<file path="src/rtl/npc_pkg.sv">
// Shared npc definitions: register file geometry and write-back encodings.
package npc_pkg;

  localparam int unsigned ADDR_WIDTH = 5;
  localparam int unsigned DATA_WIDTH = 32;

  // Register 0 reads as zero; writes to it never commit.
  localparam int unsigned ZERO_REG = 0;

  // Write-back arbiter state: the single ALU holding slot is empty or full.
  typedef enum logic {
    WB_EMPTY = 1'b0,
    WB_HOLD  = 1'b1
  } wb_state_e;

  // Which source drives the write bus this cycle.
  typedef enum logic [1:0] {
    SRC_NONE = 2'd0,
    SRC_LSU  = 2'd1,
    SRC_HOLD = 2'd2,
    SRC_ALU  = 2'd3
  } wb_src_e;

endpackage

</file>
<file path="src/rtl/rf_writeback_scoreboard.sv">
// Pending-load scoreboard: one bit per register, set on load issue and
// cleared when the load's data is committed to the register file.
module wb_scoreboard
  import npc_pkg::*;
#(
  parameter int unsigned AW = ADDR_WIDTH
) (
  input  logic                  clk,
  input  logic                  rst_n,
  input  logic                  set_valid,
  input  logic [AW-1:0]         set_idx,
  input  logic                  clr_valid,
  input  logic [AW-1:0]         clr_idx,
  output logic [(1<<AW)-1:0]    pend
);

  localparam logic [AW-1:0] ZERO_IDX = AW'(ZERO_REG);

  logic [(1<<AW)-1:0] pend_q;
  logic [(1<<AW)-1:0] pend_d;

  // Clear first so a coincident set of the same index wins; bit 0 never sets.
  always_comb begin
    pend_d = pend_q;
    if (clr_valid) begin
      pend_d[clr_idx] = 1'b0;
    end
    if (set_valid && (set_idx != ZERO_IDX)) begin
      pend_d[set_idx] = 1'b1;
    end
    pend_d[0] = 1'b0;
  end

  // Pending vector register with synchronous reset.
  always_ff @(posedge clk) begin
    if (!rst_n) begin
      pend_q <= '0;
    end else begin
      pend_q <= pend_d;
    end
  end

  assign pend = pend_q;

endmodule

</file>
<file path="src/rtl/rf_writeback.sv">
// Register file write-side front end: arbitrates ALU and LSU results onto the
// single write port, buffers one displaced ALU result, and tracks loads in flight.
module rf_writeback
  import npc_pkg::*;
#(
  parameter int unsigned AW = ADDR_WIDTH,
  parameter int unsigned DW = DATA_WIDTH
) (
  input  logic                  clk,
  input  logic                  rst_n,
  input  logic                  alu_valid,
  output logic                  alu_ready,
  input  logic [AW-1:0]         alu_rd,
  input  logic [DW-1:0]         alu_data,
  input  logic                  lsu_valid,
  output logic                  lsu_ready,
  input  logic [AW-1:0]         lsu_rd,
  input  logic [DW-1:0]         lsu_data,
  input  logic                  issue_valid,
  input  logic [AW-1:0]         issue_rd,
  output logic [(1<<AW)-1:0]    pend,
  output logic                  rf_wen,
  output logic [AW-1:0]         rf_waddr,
  output logic [DW-1:0]         rf_wdata
);

  // state    | meaning
  // WB_EMPTY | hold slot free, ALU may be accepted
  // WB_HOLD  | hold slot holds an ALU result displaced by an LSU write

  localparam logic [AW-1:0] ZERO_IDX = AW'(ZERO_REG);

  wb_state_e       state_q, state_d;
  wb_src_e         sel_src;
  logic            lsu_acc, alu_acc, hold_load;

  logic [AW-1:0]   hold_rd_q;
  logic [DW-1:0]   hold_data_q;

  logic            wen_q, wen_d;
  logic [AW-1:0]   waddr_q, waddr_d;
  logic [DW-1:0]   wdata_q, wdata_d;
  logic            src_lsu_q, src_lsu_d;

  assign lsu_acc = lsu_valid & lsu_ready;
  assign alu_acc = alu_valid & alu_ready;

  // State register.
  always_ff @(posedge clk) begin
    if (!rst_n) begin
      state_q <= WB_EMPTY;
    end else begin
      state_q <= state_d;
    end
  end

  // Next state: fill on a collision, drain once the LSU lets go of the bus.
  always_comb begin
    state_d = state_q;
    unique case (state_q)
      WB_EMPTY: if (lsu_acc && alu_acc) state_d = WB_HOLD;
      WB_HOLD:  if (!lsu_acc)           state_d = WB_EMPTY;
      default:                          state_d = WB_EMPTY;
    endcase
  end

  // Outputs: readies depend only on state and reset, never on any valid.
  always_comb begin
    lsu_ready = rst_n;
    alu_ready = rst_n & (state_q == WB_EMPTY);
    hold_load = 1'b0;
    sel_src   = SRC_NONE;
    if (lsu_acc) begin
      sel_src   = SRC_LSU;
      hold_load = alu_acc;
    end else if (state_q == WB_HOLD) begin
      sel_src   = SRC_HOLD;
    end else if (alu_acc) begin
      sel_src   = SRC_ALU;
    end
  end

  // Hold buffer captures the ALU result that lost the bus to the LSU.
  always_ff @(posedge clk) begin
    if (!rst_n) begin
      hold_rd_q   <= '0;
      hold_data_q <= '0;
    end else if (hold_load) begin
      hold_rd_q   <= alu_rd;
      hold_data_q <= alu_data;
    end
  end

  // Write bus next value; index 0 still updates addr/data but never enables.
  always_comb begin
    wen_d     = 1'b0;
    waddr_d   = waddr_q;
    wdata_d   = wdata_q;
    src_lsu_d = 1'b0;
    unique case (sel_src)
      SRC_LSU: begin
        waddr_d   = lsu_rd;
        wdata_d   = lsu_data;
        wen_d     = (lsu_rd != ZERO_IDX);
        src_lsu_d = 1'b1;
      end
      SRC_HOLD: begin
        waddr_d = hold_rd_q;
        wdata_d = hold_data_q;
        wen_d   = (hold_rd_q != ZERO_IDX);
      end
      SRC_ALU: begin
        waddr_d = alu_rd;
        wdata_d = alu_data;
        wen_d   = (alu_rd != ZERO_IDX);
      end
      default: ;
    endcase
  end

  // Registered write bus plus the tag saying the write came from the LSU.
  always_ff @(posedge clk) begin
    if (!rst_n) begin
      wen_q     <= 1'b0;
      waddr_q   <= '0;
      wdata_q   <= '0;
      src_lsu_q <= 1'b0;
    end else begin
      wen_q     <= wen_d;
      waddr_q   <= waddr_d;
      wdata_q   <= wdata_d;
      src_lsu_q <= src_lsu_d;
    end
  end

  assign rf_wen   = wen_q;
  assign rf_waddr = waddr_q;
  assign rf_wdata = wdata_q;

  // A pending bit clears on the same edge the register file commits the load.
  wb_scoreboard #(.AW(AW)) u_scoreboard (
    .clk       (clk),
    .rst_n     (rst_n),
    .set_valid (issue_valid),
    .set_idx   (issue_rd),
    .clr_valid (wen_q & src_lsu_q),
    .clr_idx   (waddr_q),
    .pend      (pend)
  );

endmodule

</file>
<file path="config.mk">
export PLATFORM = sky130hd
export DESIGN_NAME = rf_writeback
export DESIGN_NICKNAME = d
export VERILOG_FILES = /design/src/rtl/npc_pkg.sv /design/src/rtl/rf_writeback_scoreboard.sv /design/src/rtl/rf_writeback.sv
export SDC_FILE = /design/constraint.sdc
export NUM_CORES = 1
export LEC_CHECK = 0
export CAP_MARGIN = 40
export CORE_ASPECT_RATIO = 1.75
export CORE_MARGIN = 3
export CORE_UTILIZATION = 40
export DETAILED_ROUTE_END_ITERATION = 10
export PLACE_DENSITY = 0.71
export SKIP_CTS_REPAIR_TIMING = 1
export SLEW_MARGIN = 0
export SYNTH_ARGS = -nofsm -noshare
export SYNTH_HDL_FRONTEND = slang
export SYNTH_SLANG_ARGS = --single-unit
export TNS_END_PERCENT = 100
</file>
<file path="constraint.sdc">
create_clock -name clk -period 5.1 [get_ports clk]
set_input_delay 1.53 -clock clk [delete_from_list [all_inputs] [get_ports clk]]
set_output_delay 1.53 -clock clk [all_outputs]
set_load 0.02 [all_outputs]
</file>
==> impl_metrics.yaml <==
power_and_ir_drop:
  powerDensity_mw_per_mm2: 294
  leakage_nw: 2.18
  seqPwrFrac: 0.464
  finalPower_mw: 1.97
  intPower_mw: 1.45
  p_comb_frac: 0.175
  ir_drop_uv: 201
  p_sw_mw: 0.522
  clkPwrFrac: 0.361
  swShare: 0.265
status:
  status: "completed"
critical_path:
  reg2reg_depth: 5
  cp.required_ns: 3.57
  worstPathMaxFanout: 3
  crit_arrival_ns: 2.38
  timing.rr.start: "state_q$_SDFF_PN0_"
  r2r_slack_ns: 2.84
  crit_type: "input port to output port"
  cp-start-kind: "input port"
  setup.worst_path.end_class: "output port"
  path_cells: "buf_2 > inv_2 > nor2_1 > clkdlybuf4s50_1"
  crit-reg2reg-capture: "rf_wdata[2]$_SDFFE_PN0P_"
  worst_path_largest_cell_delay_ns: 0.61
  slowest_stage: "clkdlybuf4s50_1"
die:
  rows: 52
  fp.dieW_um: 89.2
  die_height_um: 152
  dieArea_mm2: 0.0135
  core_mm2: 0.0117
  initial_core_util: 0.414
  io_pins: 156
job:
  maxCapViolations: 0
clock_tree:
  insertion_delay_ns: 0.35
  tritoncts: "built"
  htree_levels: 3
  clockBufferDepth: 2
  clock_sinks: 108
  root_buffer: "clkbuf_16"
  clk_pin_slew_ns: 0.07
  cts_made_buffers: 9
global_route:
  grt_max_degree: 85
  grt_pass1_vias: 5078
  grt_util_all_layers: 0.236
  grt_pass1_wl_um: 25000
  grt-ovfl-total: 0
  antenna_found_initial: 0
placed_design:
  port_buffers: 154
  dpl.hpwl_um: 10900
  dpl_worst_slack_ns: 1.20
  gp_congestion: 0.904
logic_synthesis:
  synth_top_family_by_area: "compound AO/OA/AOI/OAI gates"
  synth.mux.area_fraction: 0
  synth-xor-area-share: 0
  yosysWarnings: 0
  synth_cells: 594
  synth-adder-area-share: 0
  synth.net_count: 678
  synth_simple_gate_area_frac: 0.245
  synth_compound_area_frac: 0.252
  syn_avg_cell_area_um2: 8.15
  synth.distinct_cells: 40
  synth_seq_area_share: 0.446
  synth_area_mm2: 0.00484
  synth_seq_cells: 108
worst_hold_path:
  min_to: "hold_data_q[18]$_SDFFE_PN0P_"
  hold_path_class: "register to register"
  whs_path_depth: 2
  hold_start: "hold_data_q[18]$_SDFFE_PN0P_"
timing:
  setup_slack_ns: 1.19
  tns_ns: 0
  period_share: 0.767
  rsz0062_at_grt: "false"
  fin_worst_skew_ns: 0.00807
  max_slew_margin: 0.416
  timing.final.crit_period_ns: 3.91
  slew_viol_final: 0
  worst_pin_slew_ns: 0.876
  fmax_mhz: 256
  hold_viol: 0
  setup_viol: 0
routing:
  post_drt_wl_per_cell_um: 18.5
  viasPerCell: 5.83
  route.vias.total: 4997
  dr.pass1.iters: 4
  antenna_left: 0
  drc: 0
  routed_wl_um: 15800
  drt_iter0_drc: 218
finish:
  num-fill-cells: 1071
  synthToLayoutAreaGrowth_pct: 38.3
  nets: 801
  diodes: 0
  multi_input_area_mm2: 0.00241
  seq_area_mm2: 0.00216
  drive_gt1_frac: 0.0568
==> state kept, by name (all words and copies together), names as in the netlist <==
register and flops:
hold_data_q 32, hold_rd_q 5, rf_waddr 5, rf_wdata 32, rf_wen 1, src_lsu_q 1
state_q 1, u_scoreboard.pend 31
==> worst max-delay path by stage <==
stage	start	endpoint	slack [ns]	cells past startpoint
floorplan	rst_n	alu_ready	1.31	4
global placement	rst_n	alu_ready	1.20	4
detailed placement	rst_n	alu_ready	1.20	4
CTS	rst_n	alu_ready	1.19	4
global route	rst_n	alu_ready	1.17	4
finish	rst_n	alu_ready	1.19	4
==> cell type report <==
class / instances / area share
well taps: 135 / 0.0252
clock buffers: 11 / 0.0362
inverters: 2 / 0.00112
repair buffers: 167 / 0.245
multi-input cells: 429 / 0.360
clock inverters: 5 / 0.00916
flip-flops and latches: 108 / 0.323
==> cell usage in the layout (no fill, tap or decap), types with 2 or more instances in the layout <==
master / n
nand4b_1: 3
and3_1: 2
buf_2: 2
nor3b_1: 4
o221ai_1: 21
nor2_1: 3
a41oi_1: 12
clkbuf_16: 9
a21oi_1: 68
a32oi_1: 4
a2111oi_2: 3
nand2_1: 151
a2111oi_0: 18
dfxtp_1: 107
o21ai_0: 33
nand3_1: 14
nand3b_1: 21
or3b_2: 3
buf_4: 11
clkinvlp_4: 3
a31oi_1: 5
and2_1: 21
o22ai_1: 21
or4_1: 3
clkdlybuf4s50_1: 153
and3b_1: 5
==> per-stage QoR <==
step / instance area (um^2) / hold slack, ns / utilization / std cells
CTS: 6700 / 0.454 / 0.572 / 857
floorplan: 4840 / 0.432 / - / 594
detailed placement: 6390 / 0.445 / 0.546 / 841
global route: 6700 / 0.473 / 0.572 / 857
finish: 6700 / 0.452 / 0.572 / 857
global placement: 6370 / 0.437 / 0.544 / 839
==> metal layers <==
metal  vias to the layer above  share of wire  GRT usage
li1                       2393              -          -
met1                      2389           0.37      0.257
met2                       190           0.54      0.425
met3                        25          0.066     0.0617
met4                         0          0.020     0.0909
met5                         -              0          0
==> power groups by stage <==
stage	clock network (mW)	registers, mW	logic (mW)
finish	0.710	0.913	0.345
global placement	0	0.930	0.338
global route	0.757	0.918	0.370
floorplan	0	0.964	0.133
CTS	0.726	0.913	0.346
detailed placement	0	0.932	0.344
==> cell usage after synthesis <==
master / instances / share of area
or4_1: 3 / 0.0046
or3b_2: 3 / 0.0054
nand2_2: 1 / 0.0013
or3_1: 1 / 0.0013
nand3b_1: 21 / 0.033
buf_1: 2 / 0.0016
and4b_1: 1 / 0.0021
nor2_1: 3 / 0.0023
nor4b_1: 1 / 0.0018
buf_6: 2 / 0.0046
a2111oi_0: 18 / 0.033
o221ai_1: 21 / 0.038
o21ai_2: 1 / 0.0018
or2_0: 1 / 0.0013
clkbuf_1: 29 / 0.022
buf_4: 6 / 0.0093
o22ai_1: 21 / 0.027
o21ai_1: 1 / 0.0010
and3b_1: 5 / 0.0090
buf_2: 16 / 0.017
nand2_1: 151 / 0.12
a41oi_1: 12 / 0.022
dfxtp_1: 108 / 0.45
nand4_1: 1 / 0.0013
nand2b_1: 1 / 0.0013
nor4bb_4: 1 / 0.0052
o21ai_0: 33 / 0.034
and2_1: 21 / 0.027
a32oi_1: 4 / 0.0072
nand4b_1: 3 / 0.0054
a31oi_1: 5 / 0.0065
nand4bb_1: 1 / 0.0023
and3_1: 2 / 0.0026
a2111oi_2: 3 / 0.0093
nand3_1: 14 / 0.014
a21oi_1: 69 / 0.071
conb_1: 1 / 0.00077
nor3b_1: 4 / 0.0062
inv_1: 2 / 0.0016
o211ai_1: 1 / 0.0016
==> kinds of logic after synthesis <==
kind of cell	count (synthesis)
AO/OA/AOI/OAI	189
other	1
AND/OR/NAND/NOR	239
buffers and inverters	57
flip-flops	108
==> critical path: cells and delay by family <==
| family | cells | cell delay, ns |
|---|---|---|
| simple gates | 1 | 0.09 |
| buf+inv | 3 | 0.76 |
Note: power is estimated with default switching activity, not from simulation.
